$ cat config.mk
export PLATFORM = sky130hd
export DESIGN_NAME = jtpopeye_objdma
export DESIGN_NICKNAME = d
export VERILOG_FILES = /design/src/rtl/jtpopeye_objdma.sv
export SDC_FILE = /design/constraint.sdc
export NUM_CORES = 2
export LEC_CHECK = 0
export CORE_UTILIZATION = 41
export CTS_CLUSTER_DIAMETER = 120
export DETAILED_ROUTE_END_ITERATION = 10
export GPL_TIMING_DRIVEN = 0
export PLACE_DENSITY = 0.66
export REMOVE_ABC_BUFFERS = 1
export SLEW_MARGIN = 40
export SYNTH_ARGS = -nofsm -noshare
export SYNTH_HDL_FRONTEND = slang
export SYNTH_SLANG_ARGS = --single-unit
$ cat constraint.sdc
create_clock -name clk -period 3.17 [get_ports clk]
set_input_delay 0.634 -clock clk [delete_from_list [all_inputs] [get_ports clk]]
set_output_delay 0.634 -clock clk [all_outputs]
set_load 0.05 [all_outputs]
$ cat src/rtl/jtpopeye_objdma.sv
// jtpopeye_objdma -- object-table DMA engine with a double-buffered table.
//
// On a rising edge of VB (when armed by enable) the engine requests the CPU
// bus, copies ENTRIES*BPE bytes starting at BASE into the back bank of an
// internal object table, then swaps banks so the object engine sees a
// complete, consistent table on the front bank.
//
// Ports
//   clk, rst_n      clock, synchronous active-low reset
//   cen             clock enable; all DMA state advances only on cen=1
//   VB              vertical blank; rise starts a transfer, fall aborts it
//   enable          gates the IDLE->REQ decision only
//   busak_n         CPU bus acknowledge (active low)
//   DD_DMA          source data, valid one cen after AD_DMA/dma_cs
//   busrq_n         CPU bus request (active low)
//   dma_cs, AD_DMA  source read strobe and address
//   rd_addr/rd_data front-bank entry read port, 1 clk latency, ignores cen
//   bank            index of the current front bank
//   busy            engine not idle
//   done, abort     one-clk pulses: successful swap / aborted transfer
//
// Bus handshake: busrq_n is held low from REQ until release; a byte is
// issued only on a cen where busak_n=0 is sampled in XFER. If busak_n goes
// high in XFER the engine pauses (counter held, dma_cs low) but keeps
// requesting. Data is captured on the cen after it was addressed, so a pause
// never loses the byte already in flight.
module jtpopeye_objdma #(
  parameter int            AW      = 10,
  parameter int            DW      = 8,
  parameter int            ENTRIES = 64,
  parameter int            BPE     = 4,
  parameter logic [AW-1:0] BASE    = '0
) (
  input  logic                       clk,
  input  logic                       rst_n,
  input  logic                       cen,
  input  logic                       VB,
  input  logic                       enable,
  input  logic                       busak_n,
  input  logic [DW-1:0]              DD_DMA,
  output logic                       busrq_n,
  output logic                       dma_cs,
  output logic [AW-1:0]              AD_DMA,
  input  logic [$clog2(ENTRIES)-1:0] rd_addr,
  output logic [DW*BPE-1:0]          rd_data,
  output logic                       bank,
  output logic                       busy,
  output logic                       done,
  output logic                       abort
);

  localparam int EW = $clog2(ENTRIES);
  localparam int NB = ENTRIES * BPE;
  localparam int CW = $clog2(NB + 1);
  localparam int BW = (BPE > 1) ? $clog2(BPE) : 1;
  localparam logic [CW-1:0] LAST = CW'(NB - 1);

  typedef enum logic [2:0] {
    S_IDLE,
    S_REQ,
    S_WAIT_ACK,
    S_XFER,
    S_DRAIN,
    S_REL
  } state_t;

  state_t        state, state_d;
  logic          vb_last;
  logic          rise;
  logic [CW-1:0] cnt;
  logic [CW-1:0] wr_off;   // table offset of the byte currently on DD_DMA

  logic start, issue, go_abort, go_done, clr_cnt;

  assign rise = VB & ~vb_last;
  assign busy = (state != S_IDLE);

  // Next-state and per-cen control decisions
  always_comb begin
    state_d  = state;
    start    = 1'b0;
    issue    = 1'b0;
    go_abort = 1'b0;
    go_done  = 1'b0;
    clr_cnt  = 1'b0;
    case (state)
      S_IDLE: begin
        if (rise && enable) begin
          state_d = S_REQ;
          start   = 1'b1;
        end
      end
      S_REQ: state_d = S_WAIT_ACK;
      S_WAIT_ACK: begin
        if (!busak_n) begin
          state_d = S_XFER;
          clr_cnt = 1'b1;
        end
      end
      S_XFER: begin
        if (!busak_n) begin
          issue = 1'b1;
          if (cnt == LAST) state_d = S_DRAIN;
        end
      end
      S_DRAIN: state_d = S_REL;
      S_REL: begin
        state_d = S_IDLE;
        go_done = 1'b1;
      end
      default: state_d = S_IDLE;
    endcase
    // Losing VB before the swap abandons the frame; REL is already committed.
    if (!VB && (state == S_REQ || state == S_WAIT_ACK ||
                state == S_XFER || state == S_DRAIN)) begin
      state_d  = S_IDLE;
      issue    = 1'b0;
      clr_cnt  = 1'b0;
      go_abort = 1'b1;
    end
  end

  always_ff @(posedge clk) begin
    if (!rst_n) begin
      state   <= S_IDLE;
      vb_last <= 1'b0;
      busrq_n <= 1'b1;
      dma_cs  <= 1'b0;
      AD_DMA  <= '0;
      bank    <= 1'b0;
      done    <= 1'b0;
      abort   <= 1'b0;
      cnt     <= '0;
      wr_off  <= '0;
    end else begin
      done  <= 1'b0;
      abort <= 1'b0;
      if (cen) begin
        state   <= state_d;
        vb_last <= VB;
        dma_cs  <= issue;
        if (start) busrq_n <= 1'b0;
        if (go_abort || go_done) busrq_n <= 1'b1;
        if (clr_cnt) cnt <= '0;
        if (issue) begin
          AD_DMA <= BASE + AW'(cnt);
          wr_off <= cnt;
          cnt    <= cnt + CW'(1);
        end
        if (go_done) begin
          bank <= ~bank;
          done <= 1'b1;
        end
        abort <= go_abort;
      end
    end
  end

  // Capture path: the byte addressed on the previous cen lands now, always
  // in the back bank, so reads of the front bank never collide with it.
  logic          wr_en;
  logic [EW-1:0] wr_entry;
  logic [BW-1:0] wr_byte;

  assign wr_en    = cen & dma_cs & rst_n;
  assign wr_entry = EW'(wr_off / CW'(BPE));
  assign wr_byte  = BW'(wr_off % CW'(BPE));

  // One RAM per byte lane so a whole entry is read in a single clock.
  for (genvar j = 0; j < BPE; j++) begin : g_lane
    logic [DW-1:0] ram [2*ENTRIES];
    logic [DW-1:0] q;

    always_ff @(posedge clk) begin
      if (wr_en && wr_byte == BW'(j)) ram[{~bank, wr_entry}] <= DD_DMA;
    end

    always_ff @(posedge clk) begin
      if (!rst_n) q <= '0;
      else        q <= ram[{bank, rd_addr}];
    end

    assign rd_data[DW*j +: DW] = q;
  end

endmodule

==> flow_metrics.tcl <==
set metrics [dict create \
    via_per_inst 5.962 \
    wirelength_um 435300 \
    stdcell_area_mm2 0.1869 \
    setup.worst_path.end "g_lane[2].ram[50][7]" \
    htree_levels 5 \
    synth_edf_count 4096 \
    synth_top_family_by_area "multiplexers" \
    grt_max_degree 115 \
    final_cell_mix "edfxtp_1 (4096), mux4_2 (701), nand3_1 (644)" \
    die-area_mm2 0.3964 \
    dpl_worst_slack_ns -2.568 \
    setup_violations 315 \
    violations "setup timing" \
    path_class "register to register" \
    cts-root-buf "clkbuf_16" \
    hp-class "input pin to register" \
    cts_tree "done" \
    antenna_left 0 \
    synthCells 8389 \
    maxCapViolCount 0 \
    rsz0062_at_grt "true" \
    r2r-start "AD_DMA[7]" \
    fin_setup_tns_ns -26.18 \
    avgRoutedWirePerCell_um 30.72 \
    hpwl_um 267900 \
    drive_above_1_share 0.2967 \
    relSlewSlack 0.3995 \
    clk_path_buf_depth 4 \
    coreArea_mm2 0.3922 \
    yosysSeqAreaShare 0.7690 \
    slew_viol_final 0 \
    critical_path.endpoint_type "register" \
    status "finished with violations" \
    final_common_cell "edfxtp_1" \
    r2r_slack_ns -0.17 \
    cts_buffers 409 \
    insertion_delay_ns 0.96 \
    crit_start "AD_DMA[7]" \
    ys_seq_elements 4155 \
    die_height_um 629.6 \
    hold_violations 0 \
    worstPathMaxFanout 9 \
    grt_pass1_vias 83810 \
    io_buffers 66 \
    firstDrtPassIters 6 \
    final.setup_skew_ns 0.04271 \
    max_freq_mhz 299.4 \
    synth.area.mux_share 0.1359 \
    drt_iter0_markers 10480 \
    syn2layout_area_growth_pct 15.76 \
    worst_slack_ns -0.1704 \
    arrival_ns 3.90 \
    r2r-end "g_lane[2].ram[50][7]" \
    synth-simple-area-share 0.05807 \
    n_fill_cell 31530 \
    period_minus_slack_ns 3.340 \
    ff2ff_path_depth 4 \
    route.vias.total 84490 \
    ios 68 \
    required_ns 3.73 \
    worst_slew_pin_slew_ns 0.8933 \
    powerDensity_mw_per_mm2 600.0 \
    nets 8625 \
    cts_sinks 4155 \
    yosys_warnings 0 \
    synth_compound_area_frac 0.02033 \
    post-route-util 0.4765 \
    fin_hold_ws_ns 0.07486 \
    synth_xor_xnor_area_share 0.0003797 \
    grt_antenna_before_repair 14 \
    grt_pass1_wl_um 616100 \
    synth-main-ff-cell "edfxtp_1" \
    die_w_um 629.6 \
    drc 0 \
    vdd_drop_max_uv 498.1 \
    initial_utilization 0.4117 \
    synth-adder-area-share 0.0001550 \
    synthesis.area_mm2 0.1615 \
    synthDistinctLibCells 47 \
    place_congestion 0.8200 \
    avgSynthCellArea_um2 19.25 \
    synthArstFlopShare 0 \
    rows 230 \
    grt_usage 0.2144 \
    p_leak_uw 0.05665 \
    cts.clk_slew.worst_paths_ns 0.06 \
    grt_overflow 0 \
    crit_path_start_kind "register" \
    placed_cell_area_mm2 0.1715 \
    finalCritPeriodShare 1.054 \
]
==> sequential cells by signal, summed over array words and instances, names as in the netlist, 3 cells and up <==
name,flops
g_lane.ram,4096
g_lane.q,32
AD_DMA,9
cnt,9
state,3
==> Yosys cell counts (7+ instances only) <==
library cell / instances / area, um^2
nand3_1: 646 / 3233
edfxtp_1: 4096 / 123000
buf_2: 176 / 880.8
o22ai_1: 223 / 1395
buf_6: 12 / 135.1
a31oi_1: 32 / 200.2
buf_1: 43 / 161.4
nand2b_1: 12 / 75.07
mux4_2: 701 / 15790
a2111oi_0: 98 / 858.3
nor2b_1: 169 / 1057
dfxtp_1: 59 / 1181
nand2_1: 151 / 566.8
buf_4: 43 / 322.8
and3b_1: 7 / 61.31
nor2_1: 553 / 2076
mux2_2: 446 / 5022
a211oi_1: 97 / 728.2
nor4_1: 68 / 425.4
nor3_1: 135 / 675.7
mux2i_1: 113 / 1131
clkbuf_1: 289 / 1085
nand4_1: 162 / 1013
==> worst max-delay path, stage by stage, from the launching register on <==
cell	delay (ns)
dfxtp_2	0.58
nand2_1	0.29
nor2_1	0.66
nand2_1	0.74
nor2_2	0.66
==> area by class of cell <==
cell class | instances | area [um^2] | area share
sequential | 4155 | 124200 | 0.6644
multi-input combinational | 3669 | 37240 | 0.1992
clock buffer | 513 | 10960 | 0.05866
tap | 5220 | 6531 | 0.03494
timing repair buffer | 363 | 6266 | 0.03352
clock inverter | 232 | 1670 | 0.008936
antenna | 15 | 37.54 | 0.0002008
inverter | 5 | 23.77 | 0.0001272
==> where the power goes <==
part	switching, uW	internal, uW	leakage (uW)
Sequential	39.1	60300	0.0373
Clock	20300	26000	0.00622
Combinational	3430	2040	0.0132
==> repair_timing <==
action | CTS | global route
gates cloned | 32 | 3
hold buffers | 0 | 0
setup endpoints to repair | 3569 | 1050
setup buffers | 7 | 17
resized for setup | 359 | 99
pin swaps | 14 | 7
==> cells by family (layout without fill, tap and decap cells) <==
| kind of cell | Yosys count | after routing |
|---|---|---|
| AO/OA/AOI/OAI | 466 | 466 |
| XOR/XNOR | 7 | 7 |
| adder cells (fa/ha/maj) | 2 | 2 |
| buffers and inverters | 568 | 1113 |
| flip-flops | 4155 | 4155 |
| multiplexers | 1260 | 1260 |
| other | 1 | 16 |
| AND/OR/NAND/NOR | 1930 | 1933 |
==> worst min path at each step <==
stage               startpoint                    to  slack [ns]  cells after the start
floorplan               cnt[8]                cnt[8]        0.44                      2
global placement       vb_last               vb_last        0.48                      2
detailed placement      cnt[8]                cnt[8]        0.48                      2
CTS                  DD_DMA[6]  g_lane[0].ram[38][6]        0.01                      1
global route         DD_DMA[6]  g_lane[0].ram[38][6]        0.05                      1
finish               DD_DMA[6]  g_lane[1].ram[39][6]        0.07                      1
==> layer usage <==
layer  routed length, um  GRT usage
met4               18510    0.08608
met5                 324   0.005314
met3               44290    0.04679
met1              167400     0.2913
met2              204800     0.3369
==> stage by stage <==
stage               std cells  total power [uW]
CTS                     14140            112500
detailed placement      13350             66640
global placement        13110             71260
finish                  14170            112200
floorplan                7826             63430
global route            14170            114800
(Power assumes the default switching activity.)
